File: config.mk
export PLATFORM = sky130hd
export DESIGN_NAME = dmem_arbiter
export DESIGN_NICKNAME = d
export VERILOG_FILES = /design/src/rtl/dmem_arbiter.sv
export SDC_FILE = /design/constraint.sdc
export NUM_CORES = 1
export LEC_CHECK = 0
export ABC_AREA = 1
export BUFFER_PORTS_ARGS = -buffer_cell sky130_fd_sc_hd__buf_2
export CORE_AREA = 5 5 91 93
export DETAILED_ROUTE_END_ITERATION = 7
export DIE_AREA = 0 0 96 98
export GPL_TIMING_DRIVEN = 0
export PLACE_DENSITY_LB_ADDON = 0.1
export RECOVER_POWER = 25
export SLEW_MARGIN = 0
export SYNTH_ARGS = -nofsm -noshare
export SYNTH_HDL_FRONTEND = slang
export SYNTH_SLANG_ARGS = --single-unit
File: constraint.sdc
create_clock -name clk -period 3.7 [get_ports clk]
set_input_delay 0.185 -clock clk [delete_from_list [all_inputs] [get_ports clk]]
set_output_delay 0.185 -clock clk [all_outputs]
set_load 0.02 [all_outputs]
File: src/rtl/dmem_arbiter.sv
// Two-requester arbiter (CPU execute stage, DMA/loader) for the byte-sliced data memory.
// Optional macro DMEM_ARB_CPU_PRIO_EN: CPU wins IDLE ties and cuts DMA bursts short.
module dmem_arbiter #(
  parameter int AW        = 8,
  parameter int DW        = 32,
  parameter int BURST_MAX = 4
) (
  input  logic          clk,
  input  logic          rstd,
  input  logic          cpu_req,
  input  logic [3:0]    cpu_we_n,
  input  logic [AW-1:0] cpu_addr,
  input  logic [DW-1:0] cpu_wdata,
  output logic          cpu_gnt,
  output logic          cpu_rvalid,
  output logic [DW-1:0] cpu_rdata,
  input  logic          dma_req,
  input  logic [3:0]    dma_we_n,
  input  logic [AW-1:0] dma_addr,
  input  logic [DW-1:0] dma_wdata,
  input  logic          dma_last,
  output logic          dma_gnt,
  output logic          dma_rvalid,
  output logic [DW-1:0] dma_rdata,
  output logic [AW-1:0] mem_addr,
  output logic [DW-1:0] mem_wdata,
  output logic [3:0]    mem_wren_n,
  input  logic [DW-1:0] mem_rdata,
  output logic [1:0]    state_dbg,
  output logic [3:0]    beat_cnt_dbg,
  output logic          last_owner_dbg
);

  // Handshake: a requester holds req/addr/we_n/wdata stable until it sees gnt;
  // the cycle with gnt high is the beat, and a read beat returns rvalid one cycle later.

  typedef enum logic [1:0] {
    IDLE    = 2'd0,
    OWN_CPU = 2'd1,
    OWN_DMA = 2'd2
  } state_t;

  localparam logic [3:0] BURST_LIM = 4'(BURST_MAX);

  state_t     state, state_nxt;
  logic       last_owner, last_owner_nxt;
  logic [3:0] beat_cnt, beat_cnt_nxt;
  logic [3:0] beat_cnt_inc;
  logic       cpu_beat, dma_beat;
  logic       cpu_rd_beat, dma_rd_beat;
  logic       dma_release;
  logic       cpu_prio;
  logic [DW-1:0] rdata_q;

`ifdef DMEM_ARB_CPU_PRIO_EN
  assign cpu_prio = 1'b1;
`else
  assign cpu_prio = 1'b0;
`endif

  assign cpu_beat    = (state == OWN_CPU) & cpu_req;
  assign dma_beat    = (state == OWN_DMA) & dma_req;
  assign cpu_gnt     = cpu_beat;
  assign dma_gnt     = dma_beat;
  assign cpu_rd_beat = cpu_beat & (cpu_we_n == 4'b1111);
  assign dma_rd_beat = dma_beat & (dma_we_n == 4'b1111);

  assign beat_cnt_inc = beat_cnt + 4'd1;
  // With CPU priority, a pending CPU request ends the burst after the current beat.
  assign dma_release  = (dma_beat & dma_last)
                      | (dma_beat & (beat_cnt_inc == BURST_LIM))
                      | ~dma_req
                      | (cpu_prio & cpu_req);

  always_ff @(posedge clk) begin
    if (rstd) begin
      state      <= IDLE;
      last_owner <= 1'b1;
      beat_cnt   <= 4'd0;
    end else begin
      state      <= state_nxt;
      last_owner <= last_owner_nxt;
      beat_cnt   <= beat_cnt_nxt;
    end
  end

  always_comb begin
    state_nxt      = state;
    last_owner_nxt = last_owner;
    beat_cnt_nxt   = beat_cnt;
    case (state)
      IDLE: begin
        if (cpu_req && dma_req)
          state_nxt = (cpu_prio || last_owner) ? OWN_CPU : OWN_DMA;
        else if (cpu_req)
          state_nxt = OWN_CPU;
        else if (dma_req)
          state_nxt = OWN_DMA;
      end
      OWN_CPU: begin
        last_owner_nxt = 1'b0;
        if (dma_req)      state_nxt = OWN_DMA;
        else if (cpu_req) state_nxt = OWN_CPU;
        else              state_nxt = IDLE;
      end
      OWN_DMA: begin
        if (dma_release) begin
          beat_cnt_nxt   = 4'd0;
          last_owner_nxt = 1'b1;
          if (cpu_req)      state_nxt = OWN_CPU;
          else if (dma_req) state_nxt = OWN_DMA;
          else              state_nxt = IDLE;
        end else if (dma_beat) begin
          beat_cnt_nxt = beat_cnt_inc;
        end
      end
      default: state_nxt = IDLE;
    endcase
  end

  // Outside a beat the bus parks on the last owner's inputs with writes disabled.
  always_comb begin
    mem_wren_n = 4'b1111;
    mem_addr   = last_owner ? dma_addr  : cpu_addr;
    mem_wdata  = last_owner ? dma_wdata : cpu_wdata;
    if (cpu_beat) begin
      mem_wren_n = cpu_we_n;
      mem_addr   = cpu_addr;
      mem_wdata  = cpu_wdata;
    end else if (dma_beat) begin
      mem_wren_n = dma_we_n;
      mem_addr   = dma_addr;
      mem_wdata  = dma_wdata;
    end
  end

  always_ff @(posedge clk) begin
    if (rstd) begin
      cpu_rvalid <= 1'b0;
      dma_rvalid <= 1'b0;
      rdata_q    <= '0;
    end else begin
      cpu_rvalid <= cpu_rd_beat;
      dma_rvalid <= dma_rd_beat;
      if (cpu_rd_beat || dma_rd_beat)
        rdata_q <= mem_rdata;
    end
  end

  assign cpu_rdata      = rdata_q;
  assign dma_rdata      = rdata_q;
  assign state_dbg      = state;
  assign beat_cnt_dbg   = beat_cnt;
  assign last_owner_dbg = last_owner;

endmodule

; After elaboration in Yosys (flattened, before gate mapping)
; Cells that the tools add are included.
[op_classes]
n_div = 0
n_reduce_logical = 8
n_lt_le_gt_ge = 0
muxes = 22
mul = 0
eq_ne = 7
shifts = 0
bitwise = 9
add_sub_neg = 1
[op_table]
columns = cell, n
row1 = $mux W32, 3
row2 = $mux W8, 3
row3 = $mux W2, 8
row4 = $mux W4, 4
row5 = $eq A4 B4 Y1 const B, 2
row6 = $and A1 B1 Y1, 6
row7 = $pmux W2 S3, 1
row8 = $reduce_and A2 Y1, 3
row9 = $add A4 B1 Y4 const B, 1
row10 = $eq A4 B3 Y1 const B, 1
row11 = $ne A4 B4 Y1 const B, 1
row12 = $reduce_bool A2 Y1, 2
row13 = $eq A2 B1 Y1 const B, 1
row14 = $eq A2 B2 Y1 const B, 1
row15 = $logic_not A2 Y1, 1
row16 = $mux W1, 2
row17 = $ne A2 B2 Y1 const B, 1
row18 = $or A1 B1 Y1, 2
row19 = $pmux W1 S2, 1
row20 = $logic_and A1 B1 Y1, 1
row21 = $logic_or A1 B1 Y1, 1
row22 = $not A1 Y1, 1
[word_totals]
mem_bits_ro = 0
output_inout_bits = 119
latch_bits = 0
reg_bits = 41
inputBits = 125
n_memories = 0
ram_bits = 0

; Depth between registers and ports, before layout
[logic_depth]
ltp_word = 7
ltp_mapped = 10
ltp_nobuf = 9

; Worst setup path after synthesis
; Ideal clock, no wire load.
[synth_path]
kind = register -> output
startpoint = register state[1] (netlist: state_dbg[1])
endpoint = output mem_addr[0]
required_ps = 3515
path_stages_with_launch = 6
n_path_buf = 1
arrival_time_ps = 1703
path_slack_ps = 1812
path_cell_list = dfxtp_1 -> nand2_2 -> nor2_4 -> o21ai_1 -> clkbuf_1 -> o21ai_0
[synth_via]
elab_chain_cells = 4
[synth_lines]
columns = item, line
row1 = from (decl), 45  ; state_t state, state_nxt;
row2 = from (signal assigned), 81  ; state <= state_nxt;
row3 = $eq A2 B2 Y1, 62  ; assign dma_beat = (state == OWN_DMA) & dma_req;
row4 = $and A1 B1 Y1, 62
row5 = via dma_gnt, 22  ; output logic dma_gnt,
row6 = $mux W8, 130  ; end else if (dma_beat) begin
row7 = $mux W8, 126  ; if (cpu_beat) begin
row8 = to (decl), 25  ; output logic [AW-1:0] mem_addr,
; The timed path passes the listed nets, and every way through them passes these cells.

; Worst setup path after layout
[layout_path]
startpoint = register state[0] (netlist: state_dbg[0])
endpoint = output mem_wdata[26]
[layout_via]
elab_chain_cells = 4
[layout_lines]
columns = item, line
row1 = $eq A2 B2 Y1, 62
row2 = $and A1 B1 Y1, 62
row3 = $mux W32, 130
row4 = $mux W32 (*), 126
row5 = to (decl), 26  ; output logic [DW-1:0] mem_wdata,
; Mark *: on every way between the ends. The rest lies on a longest branch, timed or not.

==> results by group <==
Yosys
  • Main combinational cell family by area after synthesis: simple AND/OR/NAND/NOR gates
  • Mux cell area share after synthesis: 0%
  • Area share of the largest cell type after synthesis: 29.9%
  • Post-Synth Simple-Gate Area: 27.0%
  • Area leader, netlist: dfxtp_1
  • Post-Syn Area: 2750 um2
  • Adder-Cell Fraction of Synth Area: 0.912%
  • Post-synthesis sequential area ratio: between 20% and 30%
  • FF+latch count, synth: 41
  • Area contributors post-synth: dfxtp_1 (30%), inv_1 (12%), nand2_1 (12%), buf_4 (9.0%), o21ai_0 (8.6%)
  • Mean Syn Cell Area: approximately 6.1 um2
  • Post-synthesis xor/xnor area fraction: 0%
  • Compound-Gate Fraction of Synth Area: between 10% and 20%
  • Synthesized Nets: 580
  • Yosys warnings: 0
  • Synth unique cells: 21
  • Synth Instances: 453

Timing
  • Period utilisation layout: 59.8%
  • Minimum clock period: 2.21 ns
  • Relative slew slack: 67.7%
  • Clk_skew: 0.00917 ns
  • Setup TNS: 0 ns
  • Worst-Margin Slew: 0.482 ns
  • Final Max Slew Viols: 0
  • Setup Viol. Count Final: 0
  • Unrepaired setup endpoints after global routing: false
  • Fmax: 452 MHz
  • Final hold viol count: 0

Layout
  • Final nets: 830
  • Ant diodes: 0
  • Post-layout utilization of the core: a little under three fifths
  • Area delta synth->final: 50.1%
  • Share of cells above drive strength 1: 37.3%

Die
  • Initial Util: 36.9%
  • Die Y-Extent: about 98 um
  • Die ar.: 9410 um2
  • Cell row count: 32
  • Io pins: 244
  • DIE WIDTH: 96 um
  • Core area: ~7400 um2

Detailed routing
  • DR WL/cell: 12.2 um
  • Antenna Violating Nets Remaining: 0
  • DR vias: approximately 3600
  • Initial DRC Count: 103
  • Final wirelength: 9800 um
  • Vias/cell: 4.44
  • DRC Markers: 0
  • Drt first pass iters: 4

Clock network
  • CTS Buf Count: 5
  • Post-CTS resize count: 0
  • TritonCTS clock tree: built
  • Clk_lat worst skew: 0.29 ns
  • CTS Hold Bufs: 0
  • Clk sink count: slightly above 40
  • Setup Fix Bufs, Post-CTS: 0
  • H-tree depth: 2
  • CTS max path bufs: 2
  • Clock transition at path regs: 0.08 ns
  • CTS Root Buffer Type: clkbuf_8

GRT
  • Largest net degree at the start of global routing: 13
  • Vias in the first global route: between 3000 and 4000
  • First-pass GRT wire length: 15100 um
  • Initial antenna violation count: 0
  • Total track usage: 19.6%
  • Total global routing overflow: 0

Worst setup path
  • WP buf/inv: 3
  • Endpoint class of the critical path: primary output
  • Worst Path Max Fanout: 10
  • Worst path arrival time: approximately 2.0 ns
  • CP peak stage delay: 0.40 ns
  • Crit path max-delay family: buffers and inverters
  • Critical path class: register to primary output
  • Worst endpoint required time: 3.51 ns
  • CP startpoint kind: register
  • Crit-path cells: inv_2, nand2_2, nor2_4, o21ai_1, clkbuf_1, o21ai_0, buf_2
  • Worst-path cell with the longest stage delay: o21ai_1

Power
  • Worst VDD drop: between 0.15 and 0.2 mV
  • Cell area power density: between 200 and 300 nW/um2
  • LEAKAGE: 2.41 nW

Place
  • GP Congestion: 0.754
  • Port bufs: 243
  • Post-DP HPWL: 8150 um

Min path
  • Min-delay worst type: input pin to register

Run
  • Max Cap Viol: 0

Run status
  • Outcome: completed
[worst register-to-register path, stage by stage (launching register included)]
cell and delay [ns]:
dfxtp_1 0.35, inv_2 0.11, nand2_2 0.11, nor2_4 0.18, nand4_1 0.16, buf_2 0.22
buf_1 0.25, a21oi_1 0.21, nor2_1 0.06
[cell families after synthesis]
| family | Yosys count |
|---|---|
| simple gates | 175 |
| flops | 41 |
| compound gates | 88 |
| fa+ha+maj | 2 |
| buf+inv | 147 |
[layer usage]
| layer | share of wire (%) | GRT usage [%] | vias to the layer above |
|---|---|---|---|
| met2 | 50 | 36.0 | 145 |
| met3 | 9.4 | 4.78 | 10 |
| li1 | - | - | 1862 |
| met4 | 1.6 | 5.47 | 0 |
| met5 | 0 | 0 | - |
| met1 | 39 | 21.8 | 1555 |
[area by class of cell]
class,count,area (um2)
fillers,799,3330
repair buffers,243,1170
multi-input cells,265,1220
well taps,102,128
plain buffers,58,372
inverters,89,334
clock buffers,6,72.6
clock inverters,1,8.76
flip-flops and latches,41,821
[placed cells by master, fill, tap and decap left out, drive strengths merged]
master	netlist	final
a21oi	36	36
buf	48	251
clkbuf	10	56
clkinv	0	1
dfxtp	41	41
ha	2	2
inv	89	89
nand2	88	88
nand3	41	41
nand4	4	4
nor2	41	41
o21ai	48	48
o22a	3	3
o22ai	1	1
or2	1	1
[per-stage QoR]
stage / hold slack, ns / setup WS (ns) / instance area, um2 / power, mW / std cells
global placement: 0.405 / 1.80 / 4090 / 0.863 / 798
finish: 0.110 / 1.49 / 4120 / 1.14 / 805
CTS: 0.0975 / 1.45 / 4170 / 1.16 / 805
floorplan: 0.254 / 1.81 / 2750 / 0.695 / 453
global route: 0.113 / 1.20 / 4120 / 1.20 / 805
detailed placement: 0.411 / 1.76 / 4090 / 0.869 / 798
[synth_stat cells]
master and instances:
inv_1 87, nand2_1 86, o21ai_0 47, dfxtp_1 41, nand3_1 41, nor2_1 39, a21oi_1 36, buf_4 33
buf_2 12, clkbuf_1 10, nand4_1 4, o22a_1 3, buf_6 2, ha_1 2, inv_2 2, nand2_2 2
nor2_4 2, buf_1 1, o21ai_1 1, o22ai_1 1, or2_1 1
[state kept, by name (all words and copies together), names as in the netlist]
| name | cells |
|---|---|
| cpu_rdata | 32 |
| beat_cnt_dbg | 4 |
| state_dbg | 2 |
| cpu_rvalid | 1 |
| dma_rvalid | 1 |
| last_owner_dbg | 1 |
[path summary, 6_finish.rpt]
path / slack [ns] / to / depth (start not counted) / start
worst max-delay path: 1.49 / mem_wdata[26] / 7 / state_dbg[0]
worst min-delay path: 0.11 / cpu_rdata[11] / 3 / mem_rdata[11]
worst max register to register: 1.99 / cpu_rdata[12] / 8 / state_dbg[0]
worst min register to register: 0.52 / last_owner_dbg / 2 / state_dbg[1]
[power breakdown]
part / switching (mW) / internal, mW
registers: 0.00838 / 0.450
clock network: 0.153 / 0.131
logic: 0.249 / 0.147
Note: power is estimated with default switching activity, not from simulation.
